### src/rtl/systolic_skew_feeder_if.sv
// Handshake and array-facing bus between the on-chip buffers, the skew feeder
// and the systolic array.
interface systolic_skew_feeder_if #(
  parameter int WIDTH = 8,
  parameter int ROW   = 2,
  parameter int COL   = 2,
  parameter int DEPTH = 16
);
  localparam int KW = $clog2(DEPTH + 1);

  logic                       start_in;
  logic [KW-1:0]              k_len_in;
  logic                       wt_valid_in;
  logic                       wt_ready_out;
  logic [COL-1:0][WIDTH-1:0]  wt_data_in;
  logic                       feat_valid_in;
  logic                       feat_ready_out;
  logic [ROW-1:0][WIDTH-1:0]  feat_data_in;
  logic [COL-1:0][WIDTH-1:0]  weight_out;
  logic [ROW-1:0][WIDTH-1:0]  feature_out;
  logic                       ctrl_out;
  logic                       busy_out;
  logic                       done_out;

  modport master (
    output start_in, k_len_in, wt_valid_in, wt_data_in, feat_valid_in, feat_data_in,
    input  wt_ready_out, feat_ready_out, weight_out, feature_out, ctrl_out, busy_out, done_out
  );

  modport slave (
    input  start_in, k_len_in, wt_valid_in, wt_data_in, feat_valid_in, feat_data_in,
    output wt_ready_out, feat_ready_out, weight_out, feature_out, ctrl_out, busy_out, done_out
  );
endinterface

### src/rtl/systolic_skew_feeder.sv
// Feeds one weight vector and a skewed tile of K feature vectors into the
// systolic array, sequencing load-weights -> stream -> drain per tile.
module systolic_skew_feeder #(
  parameter int WIDTH = 8,
  parameter int ROW   = 2,
  parameter int COL   = 2,
  parameter int DEPTH = 16
) (
  input  logic                  clk_in3,
  input  logic                  nrst_in3,
  systolic_skew_feeder_if.slave bus
);
  localparam int KW        = $clog2(DEPTH + 1);
  localparam int DRAIN_LEN = ROW - 1 + COL;
  localparam int DW        = $clog2(DRAIN_LEN + 1);
  localparam logic [KW-1:0] DEPTH_K    = KW'(DEPTH);
  localparam logic [DW-1:0] DRAIN_LAST = DW'(DRAIN_LEN);

  typedef enum logic [1:0] {IDLE, LOAD_W, STREAM, DRAIN} state_t;

  state_t                    state_reg, state_next;
  logic [KW-1:0]             k_len_reg;
  logic [KW-1:0]             count_reg;
  logic [DW-1:0]             drain_cnt_reg;
  logic [COL-1:0][WIDTH-1:0] weight_reg;
  logic                      ctrl_reg;
  logic [ROW-1:0][WIDTH-1:0] feature_vec;

  logic wt_ready, feat_ready, busy, done;
  logic start_ok, wt_fire, feat_fire;

  assign start_ok  = (state_reg == IDLE) && bus.start_in &&
                     (bus.k_len_in != '0) && (bus.k_len_in <= DEPTH_K);
  assign wt_fire   = wt_ready && bus.wt_valid_in;
  assign feat_fire = feat_ready && bus.feat_valid_in;

  always_ff @(posedge clk_in3) begin
    if (nrst_in3) state_reg <= IDLE;
    else          state_reg <= state_next;
  end

  always_comb begin
    state_next = state_reg;
    case (state_reg)
      IDLE:    if (start_ok)                      state_next = LOAD_W;
      LOAD_W:  if (wt_fire)                       state_next = STREAM;
      STREAM:  if (count_reg == k_len_reg)        state_next = DRAIN;
      DRAIN:   if (drain_cnt_reg == DRAIN_LAST)   state_next = IDLE;
      default:                                    state_next = IDLE;
    endcase
  end

  // done shares its cycle with the last DRAIN cycle, so a start seen alongside it is still ignored
  always_comb begin
    wt_ready   = (state_reg == LOAD_W);
    feat_ready = (state_reg == STREAM) && (count_reg < k_len_reg);
    busy       = (state_reg != IDLE);
    done       = (state_reg == DRAIN) && (drain_cnt_reg == DRAIN_LAST);
  end

  always_ff @(posedge clk_in3) begin
    if (nrst_in3) begin
      k_len_reg     <= '0;
      count_reg     <= '0;
      drain_cnt_reg <= '0;
      weight_reg    <= '0;
      ctrl_reg      <= 1'b0;
    end else begin
      if (start_ok) begin
        k_len_reg <= bus.k_len_in;
        count_reg <= '0;
      end else if (feat_fire) begin
        count_reg <= count_reg + 1'b1;
      end
      drain_cnt_reg <= (state_reg == DRAIN) ? drain_cnt_reg + 1'b1 : '0;
      ctrl_reg      <= wt_fire;
      if (wt_fire) weight_reg <= bus.wt_data_in;
    end
  end

  // Lane r is a chain of r+1 registers; idle cycles inject zeros so bubbles keep their slot.
  for (genvar gi = 0; gi < ROW; gi++) begin : g_lane
    logic [WIDTH-1:0] stage_reg [0:gi];

    always_ff @(posedge clk_in3) begin
      if (nrst_in3) begin
        for (int s = 0; s <= gi; s++) stage_reg[s] <= '0;
      end else begin
        stage_reg[0] <= feat_fire ? bus.feat_data_in[gi] : '0;
        for (int s = 1; s <= gi; s++) stage_reg[s] <= stage_reg[s-1];
      end
    end

    assign feature_vec[gi] = stage_reg[gi];
  end

  assign bus.wt_ready_out   = wt_ready;
  assign bus.feat_ready_out = feat_ready;
  assign bus.busy_out       = busy;
  assign bus.done_out       = done;
  assign bus.ctrl_out       = ctrl_reg;
  assign bus.weight_out     = weight_reg;
  assign bus.feature_out    = feature_vec;
endmodule
### src/flat_wrapper.sv
// flat-port wrapper written by rule: the top's interface ports become plain ports
module systolic_skew_feeder_flat 
#(
  parameter int WIDTH = 8,
  parameter int ROW   = 2,
  parameter int COL   = 2,
  parameter int DEPTH = 16
)
  (clk_in3, nrst_in3, bus_start_in, bus_k_len_in, bus_wt_valid_in, bus_wt_data_in, bus_feat_valid_in, bus_feat_data_in, bus_wt_ready_out, bus_feat_ready_out, bus_weight_out, bus_feature_out, bus_ctrl_out, bus_busy_out, bus_done_out);
  systolic_skew_feeder_if #(.WIDTH(WIDTH), .ROW(ROW), .COL(COL), .DEPTH(DEPTH)) bus_i ();
  input  logic clk_in3;
  input  logic nrst_in3;
  input wire logic [$bits(bus_i.start_in)-1:0] bus_start_in;
  input wire logic [$bits(bus_i.k_len_in)-1:0] bus_k_len_in;
  input wire logic [$bits(bus_i.wt_valid_in)-1:0] bus_wt_valid_in;
  input wire logic [$bits(bus_i.wt_data_in)-1:0] bus_wt_data_in;
  input wire logic [$bits(bus_i.feat_valid_in)-1:0] bus_feat_valid_in;
  input wire logic [$bits(bus_i.feat_data_in)-1:0] bus_feat_data_in;
  output wire logic [$bits(bus_i.wt_ready_out)-1:0] bus_wt_ready_out;
  output wire logic [$bits(bus_i.feat_ready_out)-1:0] bus_feat_ready_out;
  output wire logic [$bits(bus_i.weight_out)-1:0] bus_weight_out;
  output wire logic [$bits(bus_i.feature_out)-1:0] bus_feature_out;
  output wire logic [$bits(bus_i.ctrl_out)-1:0] bus_ctrl_out;
  output wire logic [$bits(bus_i.busy_out)-1:0] bus_busy_out;
  output wire logic [$bits(bus_i.done_out)-1:0] bus_done_out;
  assign bus_i.start_in = bus_start_in;
  assign bus_i.k_len_in = bus_k_len_in;
  assign bus_i.wt_valid_in = bus_wt_valid_in;
  assign bus_i.wt_data_in = bus_wt_data_in;
  assign bus_i.feat_valid_in = bus_feat_valid_in;
  assign bus_i.feat_data_in = bus_feat_data_in;
  assign bus_wt_ready_out = bus_i.wt_ready_out;
  assign bus_feat_ready_out = bus_i.feat_ready_out;
  assign bus_weight_out = bus_i.weight_out;
  assign bus_feature_out = bus_i.feature_out;
  assign bus_ctrl_out = bus_i.ctrl_out;
  assign bus_busy_out = bus_i.busy_out;
  assign bus_done_out = bus_i.done_out;
  systolic_skew_feeder #(.WIDTH(WIDTH), .ROW(ROW), .COL(COL), .DEPTH(DEPTH)) u_core (.clk_in3(clk_in3), .nrst_in3(nrst_in3), .bus(bus_i));
endmodule
### config.mk
export PLATFORM = sky130hd
export DESIGN_NAME = systolic_skew_feeder_flat
export DESIGN_NICKNAME = d
export VERILOG_FILES = /design/src/rtl/systolic_skew_feeder_if.sv /design/src/rtl/systolic_skew_feeder.sv /design/src/flat_wrapper.sv
export SDC_FILE = /design/constraint.sdc
export NUM_CORES = 1
export LEC_CHECK = 0
export BUFFER_PORTS_ARGS = -buffer_cell sky130_fd_sc_hd__buf_2
export CORE_ASPECT_RATIO = 0.9
export CORE_MARGIN = 8
export CORE_UTILIZATION = 52
export DETAILED_ROUTE_END_ITERATION = 6
export PLACE_DENSITY = 0.84
export SLEW_MARGIN = 25
export SYNTH_ARGS = -nofsm -noshare
export SYNTH_HDL_FRONTEND = slang
export SYNTH_SLANG_ARGS = --single-unit
### constraint.sdc
create_clock -name clk_in3 -period 5.75 [get_ports clk_in3]
set_clock_uncertainty 0.1 [all_clocks]
set_input_delay 0.2875 -clock clk_in3 [delete_from_list [all_inputs] [get_ports clk_in3]]
set_output_delay 0.2875 -clock clk_in3 [all_outputs]
set_load 0.02 [all_outputs]
==> summary by stage, run 1 <==
Clock tree
TritonCTS built the clock tree. In this run the deepest clock path goes through 2 buffers. After clock tree synthesis, the flow added hold-fix buffers numbering 0. The clock sink count is 55. The tree is rooted in a sky130_fd_sc_hd__clkbuf_8.

The post-CTS setup buffer count is 0. Clock-pin slew was measured on the worst setup and hold paths at about 90 ps. Gates resized during post-CTS repair numbered 0.

The clock insertion delay at the later pin of the skew report is 300 ps. TritonCTS created 5 clock buffers. The H-tree was split into 2 levels.

Power
The share of total power in the clock network is 0.225. The switching power is 0.000292 W. Internal power comes to roughly 0.0006 W. The leakage power figure is roughly 1.2 nW.

The fraction of power consumed by sequential logic is 0.492. The share of power burned in combinational logic is 0.283. VDD sags by at most roughly 210 uV.

For this design the ratio of total power to cell area is between 300 and 400 nW/um^2. Of the total power, the share spent switching nets is 0.333.

Run
Max-cap violations in this run came to 0.

Placement
During placement, the flow inserted port buffers numbering a little under 80. The HPWL after detailed placement is between 3 and 4 mm. The minimum setup slack after placement is 3670 ps. Routability-driven placement finished with a final weighted congestion of between 0.8 and 0.9.

The number of cells after detailed placement is approximately 340.

Synthesis
When the netlist entered floorplanning its net count stood at 283. Of the synthesized area, sequential elements account for 0.512. The cell area that synthesis handed to floorplanning was 2150 sq um. Yosys mapped a number of flops with a built-in enable equal to 0.

A synthesized cell averages approximately 9.4 sq um. The library cell with the highest instance count after synthesis is sky130_fd_sc_hd__dfxtp_1. The top-area cell type share of the netlist area is 0.512.

The number of distinct library cells after synthesis is 27. The most common flop cell mapped by yosys is sky130_fd_sc_hd__dfxtp_1. The share of flip-flops with an asynchronous set or reset is 0. The synthesized design spends more area on one cell type than any other, namely sky130_fd_sc_hd__dfxtp_1.

In this run, synthesis produced a sequential element count of between 50 and 60. The number of synthesis warnings is 0. The commonest cells after synthesis are 55 x sky130_fd_sc_hd__dfxtp_1, 36 x sky130_fd_sc_hd__nand2_1, 26 x sky130_fd_sc_hd__a21oi_1. Synthesis produced a netlist whose cell count is between 200 and 250.

By area the synthesized netlist is led by sky130_fd_sc_hd__dfxtp_1 51%, sky130_fd_sc_hd__ha_1 7.0%, sky130_fd_sc_hd__nand2_1 6.3%, sky130_fd_sc_hd__a21oi_1 6.1%, sky130_fd_sc_hd__and2_1 5.5%.

GRT
Across every metal layer, demand over resource in global routing totals 0.145. The number of antenna violations at the first check in global routing is 0. The most utilized layer in the global route result is met2. For met1 alone, demand over resource in global routing was 0.163. The met2 track demand over resource in global routing is 0.235.

The first global-routing pass estimated between 7 and 8 mm of wire. The overflow left after global routing is 0. The met3 global-route usage is 0.0612. The number of global-route vias before repair is ~1700. The maximum number of pins on one net before global-route repair is 34.

Timing
Setup repair after global routing left no endpoint under its margin. Setup slack closes at between 3000 and 4000 ps. In this run the tightest slew margin relative to its limit is 0.602. The maximum operating frequency is 450 MHz.

The time the final worst path needs with I/O delays and setup is roughly 2200 ps. The final-report hold violation count was 0. The number of slew-limit violations in the final report is 0. The tightest hold path in the finished design has a slack of 78.0 ps.

Dividing the final minimum period by the clock period gives 0.387. After routing, the total negative slack on setup checks comes to 0 ps. Setup violations remaining at the end of the flow were counted as 0. For the pin with the worst max-slew slack, the measured transition is 580 ps.

Drt
After detailed routing, the number of remaining DRC violations is 0. The first-iteration detailed-routing DRC count is 73. The pre-antenna-repair detailed-routing pass consisted of 4 iterations.

The overall via count from detail_route is 1737. Dividing the detail-routed wire length by the instance count gives about 13 um. After detailed routing, the total wire length is 4.60 mm. The via density per instance is between 5 and 6. The remaining number of nets flagged by the antenna check after routing is 0.

Layout
The repair_antennas step left the layout with diodes totalling 0. Of the cells placed in the final design, the portion with a size suffix greater than 1 is 0.299. The register with the most flip-flops in the layout has 24 of them. The growth of design area from synthesis to finish is 20.6%. The total number of nets in the final design is around 350. The finished layout holds approximately 350 standard cells, fillers aside.

Worst setup path
The slowest cell on the critical path is sky130_fd_sc_hd__dfxtp_1. At the worst endpoint, the arrival time is 1840 ps. The number of buffer and inverter instances along the worst setup path is 1. In this design, the stage delay of the slowest critical-path cell is 350 ps.

Of all nets on the critical path, the largest fanout is 4. The kind of cell with the highest combined delay along the critical path is simple AND/OR/NAND/NOR gates. The critical path endpoint category is an output pin.

Traced cell by cell, the critical path runs through ha_1 -> nor2b_1 -> o31ai_1 -> and4b_1 -> buf_2. STA classifies the critical path startpoint as a flop. The required time of the critical path is about 5400 ps.

The type of the setup path with the least slack is reg -> out.

Floorplanning
Row generation in the floorplan step produced 22 rows. The floorplan step defined a core boundary enclosing between 4000 and 5000 sq um. For this configuration, the core starts out at a cell density of 0.535. The die extent in y is 77.0 um. The die outline area is 6450 sq um. During I/O placement, the number of pins put on the boundary was slightly below 80. The width of the chip is 83.8 um.

Outcome
The flow ran to the end, and the final reports show no timing, DRC or antenna violations.

Min path
The type of the worst min-delay path is in -> reg.
logic make-up (layout without fill, tap and decap cells):
group                      Yosys count  in the layout  share of synthesized area
buffers and inverters               28             97                     0.0629
muxes                                3              3                     0.0146
DFF                                 55             55                      0.512
and+or+nand+nor                     87             87                      0.219
AOI/OAI and AO/OA                   44             44                      0.122
adders and majority gates           12             12                     0.0698
final timing paths:
path	startpoint	endpoint	slack [ps]	cells after the start
max	u_core.count_reg[1]	bus_feat_ready_out	3530	5
min	bus_feat_data_in[0]	u_core.g_lane[0].stage_reg[0][0]	80	2
max reg2reg	u_core.count_reg[1]	u_core.g_lane[0].stage_reg[0][7]	3690	5
min reg2reg	u_core.drain_cnt_reg[0]	u_core.drain_cnt_reg[0]	330	1
area by class of cell:
cell class / count / area, sq um
fill: 351 / 1430
multi-input combinational: 146 / 913
sequential: 55 / 1100
clock buffer: 5 / 68.8
timing repair buffer: 78 / 390
tap: 48 / 60.1
inverter: 12 / 45.0
clock inverter: 2 / 13.8
power by group through the flow:
stage	clock network [W]	logic, W	registers (W)
4_1_cts	0.000204	0.000252	0.000432
6_report	0.000198	0.000249	0.000431
3_3_place_gp	0	0.000244	0.000438
2_1_floorplan	0	0.000153	0.000461
5_1_grt	0.000223	0.000278	0.000437
3_5_place_dp	0	0.000249	0.000441
layout by cell type (no fill, tap or decap), types with 2 or more instances in the layout:
master                      n
sky130_fd_sc_hd__a21oi_1   26
sky130_fd_sc_hd__and2_1    19
sky130_fd_sc_hd__and3_1     2
sky130_fd_sc_hd__and4b_1    2
sky130_fd_sc_hd__buf_2     78
sky130_fd_sc_hd__clkbuf_8   5
sky130_fd_sc_hd__dfxtp_1   55
sky130_fd_sc_hd__ha_1      12
sky130_fd_sc_hd__inv_1     12
sky130_fd_sc_hd__mux2i_1    2
sky130_fd_sc_hd__nand2_1   36
sky130_fd_sc_hd__nand3_1   10
sky130_fd_sc_hd__nor2b_1   10
sky130_fd_sc_hd__o211a_1    2
sky130_fd_sc_hd__o21ai_0    8
sky130_fd_sc_hd__o31ai_1    4
sky130_fd_sc_hd__or4_1      3
metal layers:
metal  wire length [um]  vias up  share of wire
li1                   -      896              -
met1               1990      778           0.43
met2               2120       54           0.46
met3                404        9          0.088
met4                 87        0          0.019
met5                  0        -              0
metrics by stage:
stage	cell area, sq um	utilization	power (W)
after floorplan	2150	-	0.000613
after global placement	2510	0.625	0.000682
after detailed placement	2510	0.625	0.000690
after CTS	2590	0.645	0.000888
after global routing	2590	0.645	0.000938
final	2590	0.645	0.000877
Power figures use the tool's default switching activity.
==> inputs of run 2 (changes only) <==
--- a/config.mk
+++ b/config.mk
@@ -8,9 +8,9 @@
 export BUFFER_PORTS_ARGS = -buffer_cell sky130_fd_sc_hd__buf_2
 export CORE_ASPECT_RATIO = 0.9
 export CORE_MARGIN = 8
-export CORE_UTILIZATION = 52
+export CORE_UTILIZATION = 48
 export DETAILED_ROUTE_END_ITERATION = 6
-export PLACE_DENSITY = 0.84
+export PLACE_DENSITY = 0.79
 export SLEW_MARGIN = 25
 export SYNTH_ARGS = -nofsm -noshare
 export SYNTH_HDL_FRONTEND = slang
==> constraint.sdc (replaced) <==
create_clock -name clk_in3 -period 2.2 [get_ports clk_in3]
set_clock_uncertainty 0.1 [all_clocks]
set_input_delay 0.11 -clock clk_in3 [delete_from_list [all_inputs] [get_ports clk_in3]]
set_output_delay 0.11 -clock clk_in3 [all_outputs]
set_load 0.02 [all_outputs]
==> run 2 against run 1 <==
Effect of this change:
- wire length increased by 11%
- clock-buffer cell count unchanged
- critical endpoint is now u_core.count_reg[4]
- register-to-register slack got worse by 3500 ps
- sequential power increased to 2.6 times the previous value
- combinational power increased to 2.9 times the previous value
- global-route usage increased by 0.53 points
- first-iteration DRC count increased by 85%
- total power increased to 2.7 times the previous value
- critical path type is now reg -> reg
- final cell count increased by 15%
- non-clock buffer count increased by 38
- utilization increased by 3.8 points
- largest power group unchanged
- largest cell class unchanged
- final area increased by 15%
==> summary by stage, run 2 (synthesized netlist as in run 1, its figures left out) <==
Outcome
The flow ran to the end, and the final reports show no timing, DRC or antenna violations.

Power
The total power divided by cell area is 790 nW/um^2. Of the total power, the share spent switching nets is 0.332. The leakage power figure is around 1.4 nW. Of the total power, combinational logic draws 0.302.

The switching power is between 0.0007 and 0.0008 W. Of the total power, the clock network draws 0.222. The design draws around 0.0024 W. The fraction of power consumed by sequential logic is 0.476. The internal portion of the total power is approximately 0.0016 W. The worst-case IR drop observed on VDD is between 500 and 600 uV.

Placement
Buffers placed on the I/O ports in this run total 78. The minimum setup slack after placement is between 200 and 250 ps. The routability-driven placement congestion ratio is between 0.8 and 0.9. Detailed placement finished with a half-perimeter wire length of roughly 3.4 mm.

GRT
The number of global-route vias before repair was 1884. Entering global routing, the biggest net connects 21 pins. The total routing usage reported by global routing is 0.150. The overflow left after global routing is 0. The first-pass GRT wire length is between 8 and 9 mm. The number of antenna violations at the first check in global routing is 0.

Layout
The area growth from synthesis to layout is 39.0%. 0 antenna diodes ended up in the layout. Leaving out fill and tap cells, the most frequent cells in the layout are 78 x sky130_fd_sc_hd__buf_2, 55 x sky130_fd_sc_hd__dfxtp_1, 36 x sky130_fd_sc_hd__nand2_1, 35 x sky130_fd_sc_hd__dlygate4sd3_1, 26 x sky130_fd_sc_hd__a21oi_1. The total number of nets in the final design is 390.

The filler cells instantiated in the layout total about 370. Leaving out fill and tap cells, the most frequent cell in the layout is sky130_fd_sc_hd__buf_2. The fraction of final layout cells sized beyond drive strength 1 is 0.277. The register with the most flip-flops in the layout has 24 of them.

Drt
The via density per instance is 4.77. For this block, the via count after detailed routing is 1899. The final wirelength is approximately 5.1 mm. In the final routed layout, each cell accounts on average for between 10 and 15 um.

The first-iteration detailed-routing DRC count is 135. The first detailed-routing pass ran for 4 iterations. Once detail routing completed, the nets flagged for antenna violations numbered 0. After detailed routing, the number of remaining DRC violations is 0.

Worst setup path
STA classifies the critical path endpoint as a flop. The highest fanout seen on the critical path is 9. The nature of the critical path startpoint is a flop. For the worst setup path, the data required time is between 2000 and 2500 ps. The arrival time reported for the critical path endpoint is between 2000 and 2500 ps. The setup path with the least slack is of type reg -> reg.

Timing
The final critical-path setup slack is 183 ps. Setup repair after global routing left no endpoint under its margin. Setup violations remaining at the end of the flow were counted as 0. The headroom to the max-slew limit is 0.548.

The actual slew at the worst max-slew pin is around 670 ps. The maximum operating frequency is 496 MHz. The clock period could shrink to around 2000 ps. The post-route fraction of the period consumed by the critical path is 0.917.

The number of slew-limit violations in the final report is 0. The sum of negative setup slack is 0 ps. The final-report hold violation count is 0.

Clock tree
CTS saw 55 sinks. Clock-pin slew was measured on the worst setup and hold paths at approximately 90 ps. The root cell of the clock tree is sky130_fd_sc_hd__clkbuf_8. The buffer depth of the longest clock path is 2. Buffers inserted during clock tree synthesis total 5. The clock tree from TritonCTS is built. The deepest level of the CTS H-tree is 2.

The clock insertion delay at the later pin of the skew report is around 300 ps.

Floorplanning
The floorplan has 23 rows. The I/O pin count is 79. The floorplan step defined a core boundary enclosing about 4400 sq um. The die is about 79 um tall. The effective utilization at floorplan is 0.491. The floorplan step set the die width to approximately 87 um. The die covers 6880 sq um.

Min path
The min-delay analysis places its worst path in the category in -> reg.

Run
Max-cap violations in this run came to 0.
run 2: final cells by class:
type / instances / area (sq um) / share of cell area
sequential: 55 / 1100 / 0.369
multi-input combinational: 146 / 918 / 0.307
timing repair buffer: 116 / 763 / 0.255
tap: 62 / 77.6 / 0.0260
clock buffer: 5 / 68.8 / 0.0230
inverter: 12 / 45.0 / 0.0151
clock inverter: 2 / 13.8 / 0.00461
run 2: metrics by stage:
stage	util	cells	area, sq um	hold WS [ps]
2_1_floorplan	-	229	2150	81.6
3_3_place_gp	0.583	356	2550	208
3_5_place_dp	0.583	356	2550	212
4_1_cts	0.682	398	2980	12.1
5_1_grt	0.683	398	2990	39.7
6_report	0.683	398	2990	27.3
run 2: critical path, cell delays in order (launching register included):
cell	delay, ps
sky130_fd_sc_hd__dfxtp_1	340
sky130_fd_sc_hd__inv_1	40
sky130_fd_sc_hd__ha_1	300
sky130_fd_sc_hd__nand2_1	110
sky130_fd_sc_hd__nand4b_1	330
sky130_fd_sc_hd__or4_1	570
sky130_fd_sc_hd__a21oi_1	160
run 2: worst paths after layout:
kind	start	endpoint	slack [ps]	cells past startpoint
hold / removal	bus_k_len_in[2]	u_core.k_len_reg[2]	30	3
hold reg to reg	u_core.drain_cnt_reg[0]	u_core.drain_cnt_reg[0]	330	1
setup reg to reg	u_core.k_len_reg[4]	u_core.count_reg[4]	180	6
setup / recovery	u_core.k_len_reg[4]	u_core.count_reg[4]	180	6
run 2: what timing repair did:
action / 4_1_cts / 5_1_grt
endpoints found under the setup margin: 0 / 1
hold buffers: 35 / 0
buffers inserted: 0 / 0
resized for setup: 0 / 1
endpoints found under the hold margin: 35 / 0
run 2: per-layer routing:
metal / up-vias / track usage / wire (um)
met5: - / 0 / 0
met4: 0 / 0.0309 / 0
met3: 0 / 0.0658 / 434
met2: 54 / 0.261 / 2560
met1: 871 / 0.165 / 2120
li1: 974 / - / -
run 2: power groups by stage:
stage,sequential (W),clock (W),combinational [W]
after global routing,0.00114,0.000587,0.000791
after detailed placement,0.00115,0,0.000657
after floorplan,0.00120,0,0.000399
final,0.00112,0.000523,0.000713
after CTS,0.00112,0.000548,0.000708
after global placement,0.00114,0,0.000641
